`src/rtl/ula_pkg.sv`:
```
// Shared types and helpers for the digit-serial ULA add/sub stage.
package ula_pkg;

  typedef enum logic [1:0] {
    IDLE = 2'd0,
    BUSY = 2'd1,
    DONE = 2'd2
  } state_e;

  localparam logic MODO_ADD = 1'b0;
  localparam logic MODO_SUB = 1'b1;

  function automatic int num_digits(input int width, input int digit);
    return width / digit;
  endfunction

  // Counter also has to hold N itself (the finalize step), hence N+1 codes.
  function automatic int cnt_width(input int width, input int digit);
    return $clog2(width / digit + 1);
  endfunction

endpackage

```
`src/rtl/ula_addsub_serial_if.sv`:
```
// Operand/result handshake bundle for ula_addsub_serial.
// ULA_SATURATE_EN adds the sat request bit.
interface ula_addsub_serial_if #(
  parameter int WIDTH   = 8,
  parameter int WIDTH_B = 4
);
  logic               in_valid;
  logic               in_ready;
  logic [WIDTH-1:0]   a;
  logic [WIDTH_B-1:0] b;
  logic               modo_sub;
  logic               cin_inicial;
`ifdef ULA_SATURATE_EN
  logic               sat;
`endif
  logic               out_valid;
  logic               out_ready;
  logic [WIDTH-1:0]   s;
  logic               cout;
  logic               ov;
  logic               zero;
  logic               neg;

`ifdef ULA_SATURATE_EN
  modport master (output in_valid, a, b, modo_sub, cin_inicial, sat, out_ready,
                  input  in_ready, out_valid, s, cout, ov, zero, neg);
  modport slave  (input  in_valid, a, b, modo_sub, cin_inicial, sat, out_ready,
                  output in_ready, out_valid, s, cout, ov, zero, neg);
`else
  modport master (output in_valid, a, b, modo_sub, cin_inicial, out_ready,
                  input  in_ready, out_valid, s, cout, ov, zero, neg);
  modport slave  (input  in_valid, a, b, modo_sub, cin_inicial, out_ready,
                  output in_ready, out_valid, s, cout, ov, zero, neg);
`endif
endinterface

```
`src/rtl/ula_addsub_digit.sv`:
```
// Combinational DIGIT-bit ripple-carry slice; b arrives already inverted for subtract.
module ula_addsub_digit #(
  parameter int DIGIT = 2
) (
  input  logic [DIGIT-1:0] i_a,
  input  logic [DIGIT-1:0] i_b_inv,
  input  logic             i_cin,
  output logic [DIGIT-1:0] o_sum,
  output logic             o_cout,
  output logic             o_c_top
);
  logic [DIGIT:0] w_c;

  assign w_c[0] = i_cin;

  for (genvar i = 0; i < DIGIT; i++) begin : g_fa
    assign o_sum[i]  = i_a[i] ^ i_b_inv[i] ^ w_c[i];
    assign w_c[i+1]  = (i_a[i] & i_b_inv[i]) | (w_c[i] & (i_a[i] ^ i_b_inv[i]));
  end

  assign o_cout  = w_c[DIGIT];
  assign o_c_top = w_c[DIGIT-1];
endmodule

```
`src/rtl/ula_addsub_serial.sv`:
```
// Digit-serial adder/subtractor: DIGIT bits per clock, LSB digit first.
// ULA_SATURATE_EN enables clamping of overflowed results when sat is requested.
module ula_addsub_serial
  import ula_pkg::*;
#(
  parameter int WIDTH    = 8,
  parameter int WIDTH_B  = 4,
  parameter int DIGIT    = 2,
  parameter int B_SIGNED = 0
) (
  input logic               clk,
  input logic               rst_n,
  ula_addsub_serial_if.slave bus
);
  localparam int N  = num_digits(WIDTH, DIGIT);
  localparam int CW = cnt_width(WIDTH, DIGIT);
  localparam logic [CW-1:0] LAST = CW'(N - 1);
  localparam logic [CW-1:0] FIN  = CW'(N);

  state_e           r_state;
  logic [CW-1:0]    r_cnt;
  logic [WIDTH-1:0] r_a, r_b, r_acc;
  logic             r_c, r_cout_raw, r_ov_raw;
  logic             r_in_ready, r_out_valid;
  logic [WIDTH-1:0] r_s;
  logic             r_cout, r_ov, r_zero, r_neg;

  logic [WIDTH-1:0] w_b_ext, w_acc_nxt, w_s_fin;
  logic [DIGIT-1:0] w_sum;
  logic             w_cout, w_c_top;

  for (genvar i = 0; i < WIDTH; i++) begin : g_bext
    if (i < WIDTH_B) begin : g_in
      assign w_b_ext[i] = bus.b[i];
    end else begin : g_ext
      assign w_b_ext[i] = (B_SIGNED != 0) ? bus.b[WIDTH_B-1] : 1'b0;
    end
  end

  ula_addsub_digit #(.DIGIT(DIGIT)) u_digit (
    .i_a     (r_a[DIGIT-1:0]),
    .i_b_inv (r_b[DIGIT-1:0]),
    .i_cin   (r_c),
    .o_sum   (w_sum),
    .o_cout  (w_cout),
    .o_c_top (w_c_top)
  );

  // Result shift register fills from the top, so after N digits the LSB digit sits at bit 0.
  if (DIGIT == WIDTH) begin : g_acc_full
    assign w_acc_nxt = w_sum;
  end else begin : g_acc_shift
    assign w_acc_nxt = {w_sum, r_acc[WIDTH-1:DIGIT]};
  end

`ifdef ULA_SATURATE_EN
  logic r_sat;
  // A wrapped result with MSB set means the true value overflowed positively.
  always_comb begin
    w_s_fin = r_acc;
    if (r_sat && r_ov_raw)
      w_s_fin = r_acc[WIDTH-1] ? {1'b0, {(WIDTH-1){1'b1}}} : {1'b1, {(WIDTH-1){1'b0}}};
  end
`else
  assign w_s_fin = r_acc;
`endif

  always_ff @(posedge clk or negedge rst_n) begin
    if (!rst_n) begin
      r_state     <= IDLE;
      r_cnt       <= '0;
      r_a         <= '0;
      r_b         <= '0;
      r_acc       <= '0;
      r_c         <= 1'b0;
      r_cout_raw  <= 1'b0;
      r_ov_raw    <= 1'b0;
      r_in_ready  <= 1'b1;
      r_out_valid <= 1'b0;
      r_s         <= '0;
      r_cout      <= 1'b0;
      r_ov        <= 1'b0;
      r_zero      <= 1'b0;
      r_neg       <= 1'b0;
`ifdef ULA_SATURATE_EN
      r_sat       <= 1'b0;
`endif
    end else begin
      case (r_state)
        IDLE: if (bus.in_valid) begin
          r_a        <= bus.a;
          r_b        <= w_b_ext ^ {WIDTH{bus.modo_sub}};
          r_c        <= bus.cin_inicial ^ bus.modo_sub;
          r_cnt      <= '0;
          r_in_ready <= 1'b0;
          r_state    <= BUSY;
`ifdef ULA_SATURATE_EN
          r_sat      <= bus.sat;
`endif
        end
        BUSY: if (r_cnt == FIN) begin
          r_s         <= w_s_fin;
          r_cout      <= r_cout_raw;
          r_ov        <= r_ov_raw;
          r_zero      <= (w_s_fin == '0);
          r_neg       <= w_s_fin[WIDTH-1];
          r_out_valid <= 1'b1;
          r_state     <= DONE;
        end else begin
          r_a   <= r_a >> DIGIT;
          r_b   <= r_b >> DIGIT;
          r_acc <= w_acc_nxt;
          r_c   <= w_cout;
          r_cnt <= r_cnt + CW'(1);
          if (r_cnt == LAST) begin
            r_cout_raw <= w_cout;
            r_ov_raw   <= w_cout ^ w_c_top;
          end
        end
        DONE: if (bus.out_ready) begin
          r_out_valid <= 1'b0;
          r_in_ready  <= 1'b1;
          r_state     <= IDLE;
        end
        default: r_state <= IDLE;
      endcase
    end
  end

  assign bus.in_ready  = r_in_ready;
  assign bus.out_valid = r_out_valid;
  assign bus.s         = r_s;
  assign bus.cout      = r_cout;
  assign bus.ov        = r_ov;
  assign bus.zero      = r_zero;
  assign bus.neg       = r_neg;
endmodule

```
`src/flat_wrapper.sv`:
```
// flat-port wrapper written by rule: the top's interface ports become plain ports
module ula_addsub_serial_flat import ula_pkg::*;
#(
  parameter int WIDTH    = 8,
  parameter int WIDTH_B  = 4,
  parameter int DIGIT    = 2,
  parameter int B_SIGNED = 0
)
  (clk, rst_n, bus_in_valid, bus_a, bus_b, bus_modo_sub, bus_cin_inicial, bus_out_ready, bus_in_ready, bus_out_valid, bus_s, bus_cout, bus_ov, bus_zero, bus_neg);
  ula_addsub_serial_if #(.WIDTH(WIDTH), .WIDTH_B(WIDTH_B)) bus_i ();
  input logic clk;
  input logic rst_n;
  input wire logic [$bits(bus_i.in_valid)-1:0] bus_in_valid;
  input wire logic [$bits(bus_i.a)-1:0] bus_a;
  input wire logic [$bits(bus_i.b)-1:0] bus_b;
  input wire logic [$bits(bus_i.modo_sub)-1:0] bus_modo_sub;
  input wire logic [$bits(bus_i.cin_inicial)-1:0] bus_cin_inicial;
  input wire logic [$bits(bus_i.out_ready)-1:0] bus_out_ready;
  output wire logic [$bits(bus_i.in_ready)-1:0] bus_in_ready;
  output wire logic [$bits(bus_i.out_valid)-1:0] bus_out_valid;
  output wire logic [$bits(bus_i.s)-1:0] bus_s;
  output wire logic [$bits(bus_i.cout)-1:0] bus_cout;
  output wire logic [$bits(bus_i.ov)-1:0] bus_ov;
  output wire logic [$bits(bus_i.zero)-1:0] bus_zero;
  output wire logic [$bits(bus_i.neg)-1:0] bus_neg;
  assign bus_i.in_valid = bus_in_valid;
  assign bus_i.a = bus_a;
  assign bus_i.b = bus_b;
  assign bus_i.modo_sub = bus_modo_sub;
  assign bus_i.cin_inicial = bus_cin_inicial;
  assign bus_i.out_ready = bus_out_ready;
  assign bus_in_ready = bus_i.in_ready;
  assign bus_out_valid = bus_i.out_valid;
  assign bus_s = bus_i.s;
  assign bus_cout = bus_i.cout;
  assign bus_ov = bus_i.ov;
  assign bus_zero = bus_i.zero;
  assign bus_neg = bus_i.neg;
  ula_addsub_serial #(.WIDTH(WIDTH), .WIDTH_B(WIDTH_B), .DIGIT(DIGIT), .B_SIGNED(B_SIGNED)) u_core (.clk(clk), .rst_n(rst_n), .bus(bus_i));
endmodule
```
`config.mk`:
```
export PLATFORM = sky130hd
export DESIGN_NAME = ula_addsub_serial_flat
export DESIGN_NICKNAME = d
export VERILOG_FILES = /design/src/rtl/ula_pkg.sv /design/src/rtl/ula_addsub_serial_if.sv /design/src/rtl/ula_addsub_digit.sv /design/src/rtl/ula_addsub_serial.sv /design/src/flat_wrapper.sv
export SDC_FILE = /design/constraint.sdc
export NUM_CORES = 1
export LEC_CHECK = 0
export BUFFER_PORTS_ARGS = -buffer_cell sky130_fd_sc_hd__buf_2
export CORE_ASPECT_RATIO = 0.75
export CORE_MARGIN = 10
export CORE_UTILIZATION = 50
export DETAILED_ROUTE_END_ITERATION = 6
export GPL_TIMING_DRIVEN = 0
export PLACE_DENSITY = 0.74
export SLEW_MARGIN = 30
export SYNTH_ARGS = -nofsm -noshare
export SYNTH_HDL_FRONTEND = slang
export SYNTH_SLANG_ARGS = --single-unit
```
`constraint.sdc`:
```
create_clock -name clk -period 4.82 [get_ports clk]
set_input_delay 0.482 -clock clk [delete_from_list [all_inputs] [get_ports clk]]
set_output_delay 0.482 -clock clk [all_outputs]
set_load 0.02 [all_outputs]
```
Word level (Yosys, flattened, before mapping)
Cells that the tools add are included.

Register bits: 46. Output and inout bits: 14. Input port bits: 18. Logic and storage cells: 72.

Bitwise operators: 14. Eq/ne operators: 8. Reductions and logical operators: 12. Multiplexer cells: 22. Add/subtract/negate cells: 1.

Operator list (count): 2-to-1 mux 8 bit (4); case mux 8 bit (2 select lines) (2); AND reduction 3 bit (5); logical NOT 8 bit (1); bitwise XOR 4 x 8 -> 8 bit (1); 2-to-1 mux 1 bit (6); 2-to-1 mux 2 bit (3); 2-to-1 mux 3 bit (2); != test 2 bit, second input constant (3); case mux 1 bit (2 select lines) (3); case mux 2 bit (3 select lines) (1); case mux 3 bit (2 select lines) (1); nonzero test 2 bit (3); bitwise XOR 1 bit (6); bitwise AND 1 bit (4); AND reduction 2 bit (2); adder 3 x 1 -> 3 bit, second input constant (1); == test 3 x 2 -> 1 bit, second input constant (1); == test 3 bit, second input constant (1); == test 2 x 1 -> 1 bit, second input constant (1); == test 2 bit, second input constant (1); logical NOT 2 bit (1); != test 2 x 1 -> 1 bit, second input constant (1); bitwise OR 1 bit (2); inverter 1 bit (1).

Logic depth before layout (Yosys ltp)
Depth in word-level cells: 7. Depth in mapped cells: 7. Depth with buffers taken out: 6.

Hierarchy
A second synthesis with hierarchy kept.

Cells, all modules: 141. Area, all modules: 2028.2 um2.

Modules (own cells, without submodules): ula_addsub_serial (sequential area each 1077.3 um2, area an instance 1988.2 um2, instances 1, cells an instance 139); ula_addsub_digit (sequential area each 0.0 um2, area an instance 40.0 um2, instances 1, cells an instance 2).

Worst setup path after synthesis
No wires, ideal clock.

Kind: register to register. From: reg u_core.r_c. To: reg u_core.r_ov_raw. Slack: 3.042 ns. Data arrival time: 1.653 ns. Clock period less this slack: 1.778 ns. Stages on the path, launching flop included: 6. Required time: 4.695 ns. Path through: dfrtp_1 -> inv_1 -> fa_1 -> fa_1 -> xor2_1 -> mux2_4.

Longest elaborated chain between the ends: 5.

RTL lines: start, declared (RTL line ula_addsub_serial.sv:23) `logic r_c, r_cout_raw, r_ov_raw;`; start signal, assigned (RTL line ula_addsub_serial.sv:93) `r_c <= bus.cin_inicial ^ bus.modo_sub;`; start signal, assigned (RTL line ula_addsub_serial.sv:113) `r_c <= w_cout;`; bitwise AND 1 bit (*) (RTL line ula_addsub_digit.sv:18) `assign w_c[i+1] = (i_a[i] & i_b_inv[i]) | (w_c[i] & (i_a[i] ^ i_b_inv[i]));`; bitwise OR 1 bit (*) (RTL line ula_addsub_digit.sv:18); bitwise AND 1 bit (RTL line ula_addsub_digit.sv:18); bitwise OR 1 bit (RTL line ula_addsub_digit.sv:18); bitwise XOR 1 bit (*) (RTL line ula_addsub_serial.sv:117) `r_ov_raw <= w_cout ^ w_c_top;`; end signal, assigned (RTL line ula_addsub_serial.sv:117); end, declared (RTL line ula_addsub_serial.sv:23).

Mark *: on every way between the ends. The rest lies on a longest branch, timed or not. A chain may end at the register's enable or synchronous reset.

Final worst setup path
Ends and elaborated chain as after synthesis.

==> key figures <==
Logic synthesis
  – Synth cell types: 33
  – Syn Nets: around 170
  – Register area share after synthesis: 53.5%
  – Most frequent cell after synthesis: dfrtp_1
  – Synth top area cells: dfrtp_1 52%, mux2_2 15%, mux2i_1 5.5%
  – Ys flop type: dfrtp_1
  – Post-synth EDFFs: 0
  – Leading area contributor after synthesis: dfrtp_1
  – Top cells by count, synth: 42 x dfrtp_1, 26 x mux2_2, 12 x inv_1
  – Post-synthesis register bit count: 43
  – Synthesized cell area: about 2000 µm²
  – Syn Area/Cell: roughly 13 µm²
  – Synth async-reset ratio: between 90% and 100%
  – Mapped Cells: 150
  – Synth Warn #: 0
  – Yosys top cell area share: a little over half

CTS
  – Clk sinks: 43
  – CTS tree: done
  – Number of post-CTS setup repair buffers: 0
  – H-tree level count: 2
  – CTS buffer count: 5
  – Post-CTS Resized: 0
  – Hold-fix buffers, CTS: 0
  – Max clock buf depth: 2
  – Worst-path clk slew: about 80 ps
  – CTS root buffer: clkbuf_8
  – Clock Latency Late Sink: between 200 and 300 ps

Placement
  – Post-DP HPWL: around 2800 µm
  – Placer congestion estimate: roughly 0.77
  – # port buffers: 30
  – Setup slack at placement: between 2000 and 3000 ps

Pwr
  – Leak: around 1.2 nW
  – PwrDens: 773 nW/µm²
  – Peak VDD IR: between 0.3 and 0.4 mV

Floorplanning
  – Chip height: between 70 and 80 µm
  – Core area: between 3000 and 4000 µm²
  – Die area: 6990 µm²
  – Site row count: 19
  – Die width: roughly 93 µm
  – I/O pin cnt: 32
  – Initial core utilization: 53.3%

Route
  – DR DRC count: 0
  – Vias per Instance: 5.21
  – Routed WL: a little under 4000 µm
  – Antenna-violating nets left: 0
  – Drt pass-1 iters: 4
  – Initial DRC count: 85
  – WL per Instance: between 15 and 20 µm
  – Vias post-DR: 1245

Timing
  – Worst setup slack after layout: approximately 2900 ps
  – Final Hold Fails: 0
  – Worst-margin pin slew: around 530 ps
  – Setup TNS: 0 ps
  – Worst Clk Skew: about 9.5 ps
  – Rel. slew slack: 65.0%
  – Tmin final: ~1900 ps
  – Max Slew Vio Count: 0
  – Final setup violation count: 0
  – Fin crit share: 39.5%
  – Max frequency: ~530 MHz
  – RSZ-0062 raised after global routing: no

Outcome
  – Status: finished clean

GRT
  – Vias in the first global route: about 1300
  – Largest net degree at the start of global routing: 44
  – Initial antenna violation count: 0
  – Total grt overflow: 0
  – GRT Resource Usage Total: roughly 12%
  – First-pass GRT wire length: between 6000 and 7000 µm

Run
  – Max-cap violations: 0

Setup path
  – Setup crit end kind: flip-flop
  – Critical path required time: about 5000 ps
  – Crit path kind: flip-flop to flip-flop
  – CP startpoint kind: flip-flop
  – CP Max Fanout: 3
  – CP Data Arrival Time: around 2100 ps

Final layout
  – Multi-input combinational cell area: approximately 830 µm²
  – Final net count: 210
  – Final Util: around three fifths
  – Number of inserted diodes: 0
  – Fraction of layout cells with a size suffix above 1: between 40 and 50%
  – Filler cells: approximately 300
  – Sequential cell area: between 1000 and 1500 µm²
  – Layout area overhead: 15.9%

Min path
  – Hold Path Class: input pin to async pin
-- sequential cells by signal, indices dropped and copies added (netlist names) --
register              cells
u_core.r_ov_raw           1
u_core.r_b                6
u_core.bus.out_valid      1
u_core.r_cout_raw         1
u_core.bus.zero           1
u_core.bus.cout           1
u_core.r_c                1
u_core.r_acc              8
u_core.bus.in_ready       1
u_core.bus.s              8
u_core.bus.ov             1
u_core.r_a                8
u_core.r_state            2
u_core.r_cnt              3
-- worst max-delay path: stages, from the launching register on --
cell	delay [ps]
dfrtp_1	330
inv_1	70
fa_1	480
fa_1	450
xor2_1	190
mux2_4	270
-- area by class of cell --
cell class | instances | area share [%]
plain buffers | 6 | 2.52
clock buffers | 6 | 3.11
clock inverters | 1 | 1.29
inverters | 13 | 2.09
multi-input cells | 88 | 35.5
flip-flops and latches | 43 | 46.1
well taps | 52 | 2.79
repair buffers | 30 | 6.54
-- kinds of logic after synthesis --
family | after synthesis | synth area share [%]
buf+inv | 19 | 5.34
flops | 43 | 53.5
mux | 41 | 22.8
compound gates | 18 | 6.09
fa+ha+maj | 5 | 3.85
simple gates | 18 | 5.84
xor+xnor | 6 | 2.61
-- cells in the final DEF, fill, tap and decap left out, types with 2 or more instances in the layout --
master    synthesis  final
nor4_1            2      2
buf_4             1      2
inv_1            12     12
nand2_1           5      5
xor2_1            5      5
nand3_1           2      2
clkbuf_8          0      5
ha_1              3      3
nand2b_1          2      2
buf_6             2      2
o21ai_0           8      8
fa_1              2      2
nor2_1            2      2
dfrtp_1          42     42
buf_2             1     30
mux2_2           26     26
mux2_4            3      3
a21oi_1           3      3
mux2i_1          11     11
a22o_1            4      4
-- power by group --
part	internal [mW]	switching, mW
Sequential	0.537	0.110
Combinational	0.452	0.439
Clock	0.152	0.114
Total	1.14	0.663
-- stage by stage --
stage / cells / hold WS [ps] / power, mW / instance area, µm²
after floorplan: 150 / 186 / 1.32 / 2010
final: 239 / 172 / 1.80 / 2330
after global placement: 232 / 458 / 1.49 / 2230
after global routing: 239 / 203 / 1.94 / 2330
after CTS: 239 / 360 / 1.82 / 2330
after detailed placement: 232 / 471 / 1.54 / 2230
-- worst paths after layout --
check / startpoint / end / slack (ps) / depth (start not counted)
max in group asynchronous: rst_n / u_core.bus.in_ready$_DFFE_PN1P_ / 4270 / 1
hold / removal: rst_n / u_core.bus.s[1]$_DFFE_PN0P_ / 170 / 1
setup / recovery: u_core.r_c$_DFFE_PN0P_ / u_core.r_ov_raw$_DFFE_PN0P_ / 2920 / 5
min in group clk: bus_a[7] / u_core.r_a[7]$_DFFE_PN0P_ / 410 / 2
hold reg to reg: u_core.bus.cout$_DFFE_PN0P_ / u_core.bus.cout$_DFFE_PN0P_ / 480 / 2
setup reg to reg: u_core.r_c$_DFFE_PN0P_ / u_core.r_ov_raw$_DFFE_PN0P_ / 2920 / 5
-- layer usage --
layer	vias to the layer above	track usage (%)	routed length, µm
li1	583	-	-
met1	626	13.8	1680
met2	32	19.3	1850
met3	4	5.86	299
met4	0	4.10	45
met5	-	0	0
(Power assumes the default switching activity.)
